==> src/rtl/pipe_ctrl_if.sv <==
// Handshake bundle between the pipeline stages and the stall/flush controller.
interface pipe_ctrl_if #(
    parameter int STALL_W = 6,
    parameter int PC_W    = 32,
    parameter int CNT_W   = 32
);
    logic [STALL_W-1:0] stallreq;
    logic               excp_req;
    logic [PC_W-1:0]    excp_pc;
    logic [STALL_W-1:0] stall;
    logic               flush;
    logic [PC_W-1:0]    new_pc;
    logic [CNT_W-1:0]   stall_cycles;
    logic               stall_timeout;

    modport master (
        output stallreq, excp_req, excp_pc,
        input  stall, flush, new_pc, stall_cycles, stall_timeout
    );

    modport slave (
        input  stallreq, excp_req, excp_pc,
        output stall, flush, new_pc, stall_cycles, stall_timeout
    );
endinterface

==> src/rtl/pipe_ctrl.sv <==
// Pipeline hazard controller: thermometer stall mask, exception flush FSM,
// saturating stall-cycle statistics and a sticky consecutive-stall watchdog.
module pipe_ctrl #(
    parameter int STALL_W   = 6,
    parameter int PC_W      = 32,
    parameter int FLUSH_CYC = 1,
    parameter int TIMEOUT   = 1023,
    parameter int CNT_W     = 32
) (
    input logic        clk,
    input logic        rst,
    pipe_ctrl_if.slave bus
);
    typedef enum logic {RUN, FLUSH} state_e;

    state_e             state_q, state_d;
    logic [3:0]         fcnt_q, fcnt_d;
    logic [PC_W-1:0]    new_pc_q, new_pc_d;
    logic [CNT_W-1:0]   scnt_q, scnt_d;
    logic [15:0]        run_q, run_d;
    logic               to_q, to_d;
    logic [STALL_W-1:0] therm;
    logic [STALL_W-1:0] stall;

    function automatic logic [CNT_W-1:0] sat_inc_cnt(input logic [CNT_W-1:0] v);
        return (&v) ? v : v + CNT_W'(1);
    endfunction

    function automatic logic [15:0] sat_inc_run(input logic [15:0] v);
        return (&v) ? v : v + 16'd1;
    endfunction

    // A stall in stage h must also hold every earlier stage, so fill downward.
    always_comb begin
        logic acc;
        acc   = 1'b0;
        therm = '0;
        for (int i = STALL_W - 1; i >= 0; i--) begin
            acc      = acc | bus.stallreq[i];
            therm[i] = acc;
        end
    end

    assign stall = (rst || state_q == FLUSH) ? '0 : therm;

    always_comb begin
        state_d  = state_q;
        fcnt_d   = fcnt_q;
        new_pc_d = new_pc_q;
        unique case (state_q)
            RUN: begin
                if (bus.excp_req) begin
                    state_d  = FLUSH;
                    fcnt_d   = 4'(FLUSH_CYC - 1);
                    new_pc_d = bus.excp_pc;
                end
            end
            FLUSH: begin
                if (fcnt_q == 4'd0) begin
                    state_d = RUN;
                end else begin
                    fcnt_d = fcnt_q - 4'd1;
                end
            end
            default: state_d = RUN;
        endcase
    end

    always_comb begin
        scnt_d = stall[0] ? sat_inc_cnt(scnt_q) : scnt_q;
        run_d  = (stall != '0) ? sat_inc_run(run_q) : 16'd0;
        to_d   = to_q | (run_d == 16'(TIMEOUT));
    end

    always_ff @(posedge clk) begin
        if (rst) begin
            state_q  <= RUN;
            fcnt_q   <= 4'd0;
            new_pc_q <= '0;
            scnt_q   <= '0;
            run_q    <= 16'd0;
            to_q     <= 1'b0;
        end else begin
            state_q  <= state_d;
            fcnt_q   <= fcnt_d;
            new_pc_q <= new_pc_d;
            scnt_q   <= scnt_d;
            run_q    <= run_d;
            to_q     <= to_d;
        end
    end

    assign bus.stall         = stall;
    assign bus.flush         = (state_q == FLUSH);
    assign bus.new_pc        = new_pc_q;
    assign bus.stall_cycles  = scnt_q;
    assign bus.stall_timeout = to_q;
endmodule

==> src/flat_wrapper.sv <==
// flat-port wrapper written by rule: the top's interface ports become plain ports
module pipe_ctrl_flat 
#(
    parameter int STALL_W   = 6,
    parameter int PC_W      = 32,
    parameter int FLUSH_CYC = 1,
    parameter int TIMEOUT   = 1023,
    parameter int CNT_W     = 32
)
  (clk, rst, bus_stallreq, bus_excp_req, bus_excp_pc, bus_stall, bus_flush, bus_new_pc, bus_stall_cycles, bus_stall_timeout);
  pipe_ctrl_if #(.STALL_W(STALL_W), .PC_W(PC_W), .CNT_W(CNT_W)) bus_i ();
  input logic clk;
  input logic rst;
  input wire logic [$bits(bus_i.stallreq)-1:0] bus_stallreq;
  input wire logic [$bits(bus_i.excp_req)-1:0] bus_excp_req;
  input wire logic [$bits(bus_i.excp_pc)-1:0] bus_excp_pc;
  output wire logic [$bits(bus_i.stall)-1:0] bus_stall;
  output wire logic [$bits(bus_i.flush)-1:0] bus_flush;
  output wire logic [$bits(bus_i.new_pc)-1:0] bus_new_pc;
  output wire logic [$bits(bus_i.stall_cycles)-1:0] bus_stall_cycles;
  output wire logic [$bits(bus_i.stall_timeout)-1:0] bus_stall_timeout;
  assign bus_i.stallreq = bus_stallreq;
  assign bus_i.excp_req = bus_excp_req;
  assign bus_i.excp_pc = bus_excp_pc;
  assign bus_stall = bus_i.stall;
  assign bus_flush = bus_i.flush;
  assign bus_new_pc = bus_i.new_pc;
  assign bus_stall_cycles = bus_i.stall_cycles;
  assign bus_stall_timeout = bus_i.stall_timeout;
  pipe_ctrl #(.STALL_W(STALL_W), .PC_W(PC_W), .FLUSH_CYC(FLUSH_CYC), .TIMEOUT(TIMEOUT), .CNT_W(CNT_W)) u_core (.clk(clk), .rst(rst), .bus(bus_i));
endmodule
==> config.mk <==
export PLATFORM = sky130hd
export DESIGN_NAME = pipe_ctrl_flat
export DESIGN_NICKNAME = d
export VERILOG_FILES = /design/src/rtl/pipe_ctrl_if.sv /design/src/rtl/pipe_ctrl.sv /design/src/flat_wrapper.sv
export SDC_FILE = /design/constraint.sdc
export NUM_CORES = 1
export LEC_CHECK = 0
export BUFFER_PORTS_ARGS = -buffer_cell sky130_fd_sc_hd__buf_2
export CAP_MARGIN = 10
export CORE_AREA = 2 2 90 92
export DETAILED_ROUTE_END_ITERATION = 6
export DIE_AREA = 0 0 92 94
export PLACE_DENSITY_LB_ADDON = 0.08
export SLEW_MARGIN = 20
export SYNTH_ARGS = -nofsm -noshare
export SYNTH_HDL_FRONTEND = slang
export SYNTH_SLANG_ARGS = --single-unit
==> constraint.sdc <==
create_clock -name clk -period 2.3 [get_ports clk]
set_clock_uncertainty 0.05 [all_clocks]
set_input_delay 0.345 -clock clk [delete_from_list [all_inputs] [get_ports clk]]
set_output_delay 0.345 -clock clk [all_outputs]
set_load 0.01 [all_outputs]
* Word-level counts from Yosys, hierarchy flattened
Cells that the tools add are included.
W data, S select, Z words.
** Operators by class
- Mux-type cells :: 9
- Equality and inequality tests :: 3
- Add/subtract/negate cells :: 3
- Bitwise gates (word level) :: 8
- Reduce and logical (&&, ||, !) cells :: 8
** Operators with widths (number)
- $add A32 B1 Y32 const B :: 1
- $mux W16 :: 2
- $reduce_and A32 Y1 :: 1
- $add A16 B1 Y16 const B :: 1
- $eq A16 B10 Y1 const B :: 1
- $reduce_and A16 Y1 :: 1
- $mux W4 :: 2
- $pmux W4 S2 :: 1
- $mux W6 :: 1
- $or A1 B1 Y1 :: 6
- $reduce_and A2 Y1 :: 3
- $reduce_bool A6 Y1 :: 1
- $logic_not A4 Y1 :: 1
- $ne A2 B2 Y1 const B :: 2
- $sub A4 B1 Y4 const B :: 1
- $mux W1 :: 2
- $not A1 Y1 :: 2
- $pmux W1 S2 :: 1
- $logic_or A1 B1 Y1 :: 1
** Storage, ports and cells
- Bits in registers :: 86
- Bits of input ports :: 41
- Output and inout port bits :: 72
- Word-level logic and storage cells :: 37

* Longest topological paths before layout
Gate-level depths: netlist of the first run.
- Word-level depth :: 10
- Gate-level depth with buffers :: 10
- Gate-level depth less buffers :: 8

* Worst setup path before layout of the first run
No wires, ideal clock.
- Path kind :: reg-to-reg
- Start :: register u_core.scnt_q[3] (netlist: u_core.bus.stall_cycles[3])
- End :: register u_core.scnt_q[11] (netlist: u_core.bus.stall_cycles[11])
- Setup time :: 128 ps
- Data required time :: 2122 ps
- Slack :: 350 ps
- Path buffers :: 2
- Clock period less this slack :: 1950 ps
- Data arrival time :: 1773 ps
- Cell stages (with the launch flop) :: 9
- Cell sequence :: dfxtp_1 > and4_1 > and4_1 > buf_2 > nand4_1 > clkbuf_1 > o2111ai_1 > xor2_1 > nor2_1
** Between the ends
- Longest elaborated chain between the ends :: 3
- Elaborated cells between the ends (all ways) :: 4
- Classes of those cells :: 1 x add/sub; 1 x bitwise; 2 x reduce/logical
** RTL lines
- start: declaration :: RTL line pipe_ctrl.sv:19 : logic [CNT_W-1:0] scnt_q, scnt_d;
- start signal: assignment :: RTL line pipe_ctrl.sv:87 : scnt_q <= scnt_d;
- parallel branches: the longest is 3 deep, another holds $add A32 B1 Y32
Parallel ways; which one is timed is not known.
A chain may end at the register's enable or synchronous reset.

* Final worst setup path of the first run
- Start :: register u_core.state_q (netlist: u_core.bus.flush)
- End :: output port bus_stall[0]
** Between the ends
- Longest elaborated chain between the ends :: 2
** RTL lines
- start: declaration :: RTL line pipe_ctrl.sv:16 : state_e state_q, state_d;
- start signal: assignment :: RTL line pipe_ctrl.sv:84 : state_q <= state_d;
- $logic_or A1 B1 Y1 :: RTL line pipe_ctrl.sv:44 : assign stall = (rst || state_q == FLUSH) ? '0 : therm;
- $mux W6 :: RTL line pipe_ctrl.sv:44
- end: declaration :: RTL line flat_wrapper.sv:17 : output wire logic [$bits(bus_i.stall)-1:0] bus_stall;
Every way passes these cells.

==> results of run 1 <==
## per-layer routing
metal | track usage (%) | vias up | routed length (um)
li1 | - | 1835 | -
met1 | 26.52 | 1669 | 4072
met2 | 37.13 | 93 | 4555
met3 | 4.976 | 12 | 543
met4 | 9.453 | 0 | 129
met5 | 0 | - | 0
## registers in the layout (all words and copies together) (netlist names)
name and flops:
u_core.fcnt_q 4, u_core.bus.flush 1, u_core.bus.new_pc 32, u_core.run_q 16, u_core.bus.stall_cycles 32, u_core.bus.stall_timeout 1
## kinds of logic (layout without fill, tap and decap cells)
group                    Yosys count  count (layout)  share of synthesized area [%]
AND/OR/NAND/NOR                  233             233                          29.88
flip-flops                        86              86                          43.98
AO/OA/AOI/OAI                     74              74                          11.70
XOR/XNOR                          36              36                          8.054
buffers and inverters             29             148                          3.324
multiplexers                       8               8                          2.109
adder cells (fa/ha/maj)            3               3                         0.9589
## synth_stat cells (4+ instances only)
cell	number	share of area (%)
nand2_1	88	8.4
dfxtp_1	86	44
nor2_1	61	5.8
a21oi_1	42	5.4
xnor2_1	21	4.7
clkbuf_1	19	1.8
xor2_1	15	3.4
nand3_1	14	1.8
nor3_1	14	1.8
and4_1	9	2.0
o21ai_0	7	0.89
and2_1	6	0.96
and3_1	6	0.96
mux2i_1	6	1.5
a31oi_1	5	0.80
nand4_1	5	0.80
o211ai_1	5	0.96
inv_1	4	0.38
nor3b_1	4	0.77
nor4_1	4	0.64
o2111ai_1	4	0.89
or3_1	4	0.64
## path summary, 6_finish.rpt
| path | to | slack (ps) | cells after the start |
|---|---|---|---|
| setup / recovery | bus_stall[0] | 210 | 5 |
| hold / removal | u_core.bus.new_pc[30] | 180 | 3 |
| setup reg to reg | u_core.bus.stall_timeout | 210 | 7 |
| hold reg to reg | u_core.bus.new_pc[10] | 400 | 2 |
## layout make-up
type,instances,area [sq um]
multi-input cells,354,2072
clock inverters,4,47.55
clock buffers,11,141.4
flip-flops and latches,86,1722
fillers,712,2798
repair buffers,128,680.7
inverters,5,18.77
well taps,102,127.6
## power by group through the flow
stage / logic, mW / clock network, mW / registers (mW)
after global routing: 0.334 / 1.12 / 1.58
after global placement: 0.292 / 0 / 1.61
after CTS: 0.300 / 1.06 / 1.57
final: 0.297 / 1.03 / 1.58
after floorplan: 0.153 / 0 / 1.63
after detailed placement: 0.297 / 0 / 1.61
## worst max-delay path: cells and delay by family, from the launching register on
family	cells	cell delay [ps]
AND/OR/NAND/NOR	3	700
flip-flops	1	360
buffers and inverters	2	300
==> impl_metrics.env, run 1 <==
export IMPL_synth_distinct_cells=49
export IMPL_yosysWarnings=0
export IMPL_drt_iter0_drc=145
export IMPL_layout_commonest_cell="buf_2"
export IMPL_die_area_sq_mm=0.008648
export IMPL_p_total_mw=2.902
export IMPL_period_needed_ps=2094
export IMPL_antenna_left=0
export IMPL_finalCritPeriodShare_pct=91.05
export IMPL_combinationalPowerShare_pct=10.2
export IMPL_wire_per_inst_um=13.48
export IMPL_grt_pass1_vias=3357
export IMPL_vias_per_cell=5.230
export IMPL_cts_sinks=86
export IMPL_power_frac_clock_pct=35.5
export IMPL_required_ps=1900
export IMPL_place_area_sq_mm=0.004614
export IMPL_syn_area_sq_mm=0.003915
export IMPL_grt_total_usage_pct=21.81
export IMPL_final_cells=690
export IMPL_grt_ovfl_total=0
export IMPL_setup_worst_path_start="u_core.bus.flush"
export IMPL_p_int_mw=2.189
export IMPL_holdWs_ps=181.2
export IMPL_insertion_delay_ps=350
export IMPL_hold_buffers=0
export IMPL_grt_max_degree=56
export IMPL_clock_path_buffers=2
export IMPL_power_density_mw_per_mm2=603.3
export IMPL_postCtsSetupRepairBufs=0
export IMPL_synthArstFlopShare_pct=0
export IMPL_clk_pin_slew_ps=80
export IMPL_peakVddDrop_mv=0.2839
export IMPL_layout_common_cells="112 x buf_2, 88 x nand2_1, 86 x dfxtp_1, 61 x nor2_1, 41 x a21oi_1"
export IMPL_fin_ws_ps=205.9
export IMPL_setup_viol=0
export IMPL_fin_area_sq_mm=0.004810
export IMPL_cp_arrival_ps=1700
export IMPL_critPathMaxFanout=7
export IMPL_die_x_um=92
export IMPL_initial_utilization_pct=51.46
export IMPL_root_buffer="clkbuf_8"
export IMPL_status="complete, no violations"
export IMPL_rows=32
export IMPL_end_kind="output port"
export IMPL_synth_fp_nets=513
export IMPL_startpoint_type="register"
export IMPL_synth_avg_cell_area_sq_um=8.348
export IMPL_min_path_type="in2reg"
export IMPL_drc=0
export IMPL_finalWirelength_um=9301
export IMPL_syn2layout_area_growth_pct=22.85
export IMPL_dp_hpwl_um=6745
export IMPL_seqPwrFrac_pct=54.3
export IMPL_maxCapViolations=0
export IMPL_place_ws_ps=226.4
export IMPL_ys_seq_area_share_pct=43.98
export IMPL_cts_repair_resized=0
export IMPL_die_h_um=94
export IMPL_worstSetupPathType="reg2out"
export IMPL_cp_slowest_cell="dfxtp_1"
export IMPL_holdCritStartpoint="bus_excp_pc[30]"
export IMPL_diodes=0
export IMPL_reg2reg_from="u_core.run_q[1]"
export IMPL_rsz0062_at_grt="false"
export IMPL_htree_levels=3
export IMPL_final_nets=628
export IMPL_maxSlewViolCount=0
export IMPL_drtPass1Iterations=4
export IMPL_fp_coreArea_sq_mm=0.007607
export IMPL_p_leak_nw=2.011
export IMPL_antenna_found_initial=0
export IMPL_slew_headroom_pct=61.28
export IMPL_final_util_pct=63.22
export IMPL_ys_ff_latch=86
export IMPL_grt_pass1_wl_um=15260
export IMPL_gp_congestion=0.9021
export IMPL_swShare_pct=24.58
export IMPL_hold_violations=0
export IMPL_p_sw_mw=0.7131
export IMPL_cts_tree="built"
export IMPL_fin_setup_tns_ps=0
export IMPL_numPortBuffers=112
export IMPL_io_pins=113
export IMPL_routed_via_count=3609
export IMPL_place_inst=675
export IMPL_yosys_most_used_dff="dfxtp_1"
export IMPL_fmax_ghz=0.4775
export IMPL_cts_buffers=9
export IMPL_drive_gt1_share_pct=27.21
export IMPL_crit_top_cell="nor2_1"
export IMPL_synth_edf_count=0
export IMPL_crit_chain="or2_1 > nor2_1 > nor2_1 > inv_2 > buf_2"
export IMPL_tightest_slew_ps=580.8
export IMPL_slowest_delay_ps=360
export IMPL_synthCells=469
No activity file was read; power rests on OpenSTA's default activity.
==> inputs of run 2 (changes only) <==
ABC_AREA = 1   (was default)
CORE_AREA = 2 2 92 94   (was 2 2 90 92)
DIE_AREA = 0 0 94 96   (was 0 0 92 94)
==> impl_metrics.env, run 2 <==
export IMPL_end_kind="register"
export IMPL_worstSetupPathType="reg2reg"
export IMPL_reg2reg_from="u_core.bus.stall_cycles[0]"
export IMPL_wire_per_inst_um=11.37
export IMPL_antenna_left=0
export IMPL_syn_area_sq_mm=0.004043
export IMPL_finalCritPeriodShare_pct=88.18
export IMPL_p_leak_nw=2.310
export IMPL_fin_area_sq_mm=0.004897
export IMPL_numPortBuffers=112
export IMPL_layout_commonest_cell="nor2_1"
export IMPL_drt_iter0_drc=124
export IMPL_ys_top_cells_by_area="dfxtp_1 43%, nor2_1 11%, nand2_1 10%"
export IMPL_period_needed_ps=2028
export IMPL_cts_buffers=9
export IMPL_final_cells=819
export IMPL_critPathMaxFanout=5
export IMPL_p_total_mw=3.058
export IMPL_drc=0
export IMPL_initial_utilization_pct=50.21
export IMPL_clock_path_buffers=2
export IMPL_cts_repair_resized=0
export IMPL_grtUsageMet3_pct=5.168
export IMPL_synth_common_cells="117 x nor2_1, 112 x nand2_1, 86 x dfxtp_1"
export IMPL_cts_tree="built"
export IMPL_insertion_delay_ps=360
export IMPL_cts_sinks=86
export IMPL_synth_distinct_cells=38
export IMPL_crit_chain="ha_1 > nand2_1 > nor3_1 > nand2_1 > inv_1 > nand3b_1 > nor2_1 > nand3_1 > xor2_1 > nor2_1"
export IMPL_cp_slowest_cell="dfxtp_1"
export IMPL_vias_per_cell=4.849
export IMPL_regToRegSetupSlack_ps=270
export IMPL_place_ws_ps=323.6
export IMPL_met2_usage_pct=35.77
export IMPL_io_pins=113
export IMPL_rr_endpoint="u_core.bus.stall_cycles[28]"
export IMPL_slowest_delay_ps=390
export IMPL_min_path_type="in2reg"
export IMPL_synthArstFlopShare_pct=0
export IMPL_fin_ws_ps=271.8
export IMPL_drtPass1Iterations=4
export IMPL_maxSlewViolCount=0
export IMPL_final_nets=753
export IMPL_grt_use_met1_pct=27.34
export IMPL_synthMostInstantiatedCell="nor2_1"
export IMPL_hold_violations=0
export IMPL_setup_worst_path_start="u_core.bus.stall_cycles[0]"
export IMPL_yosysWarnings=0
export IMPL_finalWirelength_um=9309
export IMPL_synth_edf_count=0
export IMPL_gp_congestion=0.8507
export IMPL_grt_pass1_vias=3708
export IMPL_synthCells=598
export IMPL_reg2reg_depth=10
export IMPL_clk_pin_slew_ps=90
export IMPL_cp_arrival_ps=2220
export IMPL_yosysTopAreaCellShare_pct=42.59
export IMPL_root_buffer="clkbuf_8"
export IMPL_register_area_sq_mm=0.001722
export IMPL_synth_top_area_cell="dfxtp_1"
export IMPL_htree_levels=3
export IMPL_grt_total_usage_pct=21.64
export IMPL_startpoint_type="register"
export IMPL_rsz0062_at_grt="false"
export IMPL_fillers=803
export IMPL_dp_hpwl_um=6839
export IMPL_layout_common_cells="117 x nor2_1, 112 x nand2_1, 112 x buf_2, 86 x dfxtp_1, 78 x inv_1"
export IMPL_rows=33
export IMPL_drive_gt1_share_pct=21.29
export IMPL_peakVddDrop_mv=0.4082
export IMPL_syn2layout_area_growth_pct=21.14
export IMPL_synth_fp_nets=642
export IMPL_worstSetupEndpoint="u_core.bus.stall_cycles[28]"
export IMPL_multiInputGateArea_sq_mm=0.001916
export IMPL_hold_buffers=0
export IMPL_maxCapViolations=0
export IMPL_grt_max_degree=34
export IMPL_place_inst=803
export IMPL_setup_viol=0
export IMPL_die_area_sq_mm=0.009024
export IMPL_diodes=0
export IMPL_die_x_um=94
export IMPL_slew_headroom_pct=64.82
export IMPL_yosys_most_used_dff="dfxtp_1"
export IMPL_die_h_um=96
export IMPL_status="complete, no violations"
export IMPL_postCtsSetupRepairBufs=0
export IMPL_fin_setup_tns_ps=0
export IMPL_ys_seq_area_share_pct=42.59
export IMPL_place_area_sq_mm=0.004690
export IMPL_antenna_found_initial=0
export IMPL_power_density_mw_per_mm2=624.3
export IMPL_ys_ff_latch=86
export IMPL_required_ps=2490
export IMPL_routed_via_count=3971
export IMPL_fp_coreArea_sq_mm=0.008051
export IMPL_fmax_ghz=0.4931
export IMPL_grt_pass1_wl_um=15800
export IMPL_top_usage_layer="met2"
export IMPL_tightest_slew_ps=525.3
export IMPL_grt_ovfl_total=0
export IMPL_synth_avg_cell_area_sq_um=6.760
run 2: where the power goes:
group | internal, mW | leakage [nW] | switching (mW)
Clock | 0.537 | 0.0951 | 0.557
Combinational | 0.138 | 1.51 | 0.217
Sequential | 1.56 | 0.702 | 0.0514
Total | 2.23 | 2.31 | 0.825
run 2: per-stage QoR:
stage	hold WS [ps]	util (%)
floorplan	402.4	-
global placement	407.5	58.24
detailed placement	416.0	58.24
CTS	175.9	60.82
global route	189.6	60.82
finish	187.6	60.82
run 2: cell type report:
type                    count  share of cell area, %
inverters                  85                  6.592
flip-flops and latches     86                  35.16
clock buffers              10                  2.810
clock inverters             6                  1.431
repair buffers            117                  12.21
well taps                 105                  2.683
multi-input cells         410                  39.12
run 2: kinds of logic after synthesis:
kind of cell / synth area share [%]
AO/OA/AOI/OAI: 11.95
XOR/XNOR: 1.733
adder cells (fa/ha/maj): 0.9286
buffers and inverters: 10.03
flip-flops: 42.59
AND/OR/NAND/NOR: 32.78
run 2: how the worst min path moves through the flow:
stage	from	slack [ps]	end	cells after the start
finish	bus_excp_pc[18]	190	u_core.bus.new_pc[18]	3
global route	bus_excp_pc[13]	190	u_core.bus.new_pc[13]	3
CTS	bus_excp_pc[11]	180	u_core.bus.new_pc[11]	3
detailed placement	u_core.bus.new_pc[15]	420	u_core.bus.new_pc[15]	2
global placement	u_core.bus.new_pc[10]	410	u_core.bus.new_pc[10]	2
floorplan	u_core.fcnt_q[3]	400	u_core.fcnt_q[3]	2
run 2: layer usage:
metal  vias up  share of wire, %
met4         0               1.6
met5         -                 0
met1      1728                47
li1       2120                 -
met3        15               6.5
met2       108                45
run 2: worst max-delay path, delay by kind of cell, from the launching register on:
family	cells	cell delay, ps
xor gates and xnor gates	1	140
adders and majority gates	1	210
buffers and inverters	1	130
DFF	1	390
and+or+nand+nor	7	1000
==> inputs of run 3 (changes only) <==
CORE_AREA = 2 2 96 98   (was 2 2 92 94)
DIE_AREA = 0 0 98 100   (was 0 0 94 96)
clock period = 1.63 ns   (was 2.3 ns; I/O delays follow)
==> impl_metrics.env, run 3 (synthesis gave the netlist of run 2 again) <==
export IMPL_status="finished, violations left"
export IMPL_violations="negative setup slack"
export IMPL_rows=35
export IMPL_htree_levels=3
export IMPL_final_nets=859
export IMPL_grt_pass1_vias=4191
export IMPL_end_kind="register"
export IMPL_layout_common_cells="111 x buf_2, 97 x nor2_1, 95 x buf_4, 85 x nand2_1, 71 x inv_1"
export IMPL_setup_viol=30
export IMPL_rsz0062_at_grt="true"
export IMPL_grt_ovfl_total=0
export IMPL_startpoint_type="register"
export IMPL_io_pins=113
export IMPL_wire_per_inst_um=13.11
export IMPL_root_buffer="clkbuf_8"
export IMPL_peakVddDrop_mv=0.5085
export IMPL_clk_pin_slew_ps=100
export IMPL_slew_headroom_pct=69.99
export IMPL_cp_arrival_ps=2000
export IMPL_tightest_slew_ps=446.0
export IMPL_place_area_sq_mm=0.005396
export IMPL_initial_utilization_pct=45.48
export IMPL_antenna_found_initial=0
export IMPL_required_ps=1830
export IMPL_finalCritPeriodShare_pct=110.7
export IMPL_layout_commonest_cell="buf_2"
export IMPL_fin_ws_ps=-174.6
export IMPL_die_h_um=100
export IMPL_worstSetupPathType="reg2reg"
export IMPL_fmax_ghz=0.5542
export IMPL_wl_met1_um=5162
export IMPL_finalWirelength_um=12210
export IMPL_fin_area_sq_mm=0.006311
export IMPL_die_area_sq_mm=0.009800
export IMPL_drive_gt1_share_pct=45.61
export IMPL_routed_via_count=4600
export IMPL_cts_tree="built"
export IMPL_top_layer_used="met4"
export IMPL_grt_max_degree=34
export IMPL_antenna_left=0
export IMPL_grt_pass1_wl_um=18020
export IMPL_met3_length_um=679
export IMPL_holdWs_ps=81.18
export IMPL_period_needed_ps=1805
export IMPL_die_x_um=98
export IMPL_p_total_mw=4.706
export IMPL_diodes=0
export IMPL_dp_hpwl_um=7789
export IMPL_maxCapViolations=0
export IMPL_clock_path_buffers=2
export IMPL_final_cells=931
export IMPL_p_leak_nw=3.073
export IMPL_drc=0
export IMPL_cts_buffers=9
export IMPL_critPathMaxFanout=3
export IMPL_gp_congestion=0.8731
export IMPL_numPortBuffers=112
export IMPL_power_density_mw_per_mm2=745.7
export IMPL_final_util_pct=70.99
export IMPL_fp_coreArea_sq_mm=0.008890
export IMPL_min_path_type="in2reg"
export IMPL_vias_per_cell=4.941
export IMPL_syn2layout_area_growth_pct=56.11
export IMPL_drtPass1Iterations=4
export IMPL_cts_sinks=86
export IMPL_place_inst=896
export IMPL_maxSlewViolCount=0
export IMPL_drt_iter0_drc=121
export IMPL_hold_violations=0
export IMPL_wl_met2_um=6123
export IMPL_grt_total_usage_pct=22.07
export IMPL_insertion_delay_ps=360
-- run 3: cell types whose count changed in the layout (fill, tap and decap cells not counted), sizes merged --
cell / before / now
buf: 117 / 221
clkbuf: 10 / 12
clkinv: 3 / 5
clkinvlp: 3 / 0
inv: 84 / 85
-- run 3: stage by stage --
stage | TNS (ps) | setup slack (ps)
2_1_floorplan | -14.07 | -6.054
6_report | -2754 | -174.6
3_5_place_dp | -2485 | -165.1
5_1_grt | -5497 | -289.7
3_3_place_gp | -1506 | -116.9
4_1_cts | -1026 | -92.33
-- run 3: worst paths after layout --
path,startpoint,to,slack [ps],cells after the start
worst max register to register,u_core.bus.stall_cycles[4],u_core.bus.stall_cycles[28],-170,10
worst min-delay path,bus_excp_pc[19],u_core.bus.new_pc[19],80,3
worst max-delay path,u_core.bus.stall_cycles[4],u_core.bus.stall_cycles[28],-170,10
worst min register to register,u_core.bus.stall_timeout,u_core.bus.stall_timeout,420,2
-- run 3: per-layer routing --
metal,track usage (%),vias up
met5,0,-
met4,7.799,0
met3,4.457,26
met2,37.93,120
met1,27.66,2127
li1,-,2327
-- run 3: report_power, final --
part | internal (mW) | switching, mW
clock network | 0.801 | 0.805
logic | 0.399 | 0.434
registers | 2.20 | 0.0687
total | 3.40 | 1.31
-- run 3: what timing repair did --
action                                  4_1_cts  5_1_grt
gates resized for setup                      50      124
gates cloned                                  0        2
hold buffers                                  0        0
endpoints found under the setup margin       30       40
setup buffers                                 7       10
pin swaps                                    16       21
hold endpoints to repair                      0        0
-- run 3: cell type report --
class	count	area [sq um]
clock buffers	12	155.1
fillers	738	2579
repair buffers	221	1455
flip-flops and latches	86	1762
repair inverters	2	20.02
inverters	85	339.1
multi-input cells	410	2387
well taps	111	138.9
clock inverters	4	53.80
-- run 3: critical path, stage by stage, from the launching register on --
cell	delay [ps]
dfxtp_4	380
nand2_4	70
buf_6	120
nor3_4	200
nand2_2	120
inv_2	80
nand3b_1	150
nor2_2	180
nand3_2	100
xor2_1	170
nor2_1	50
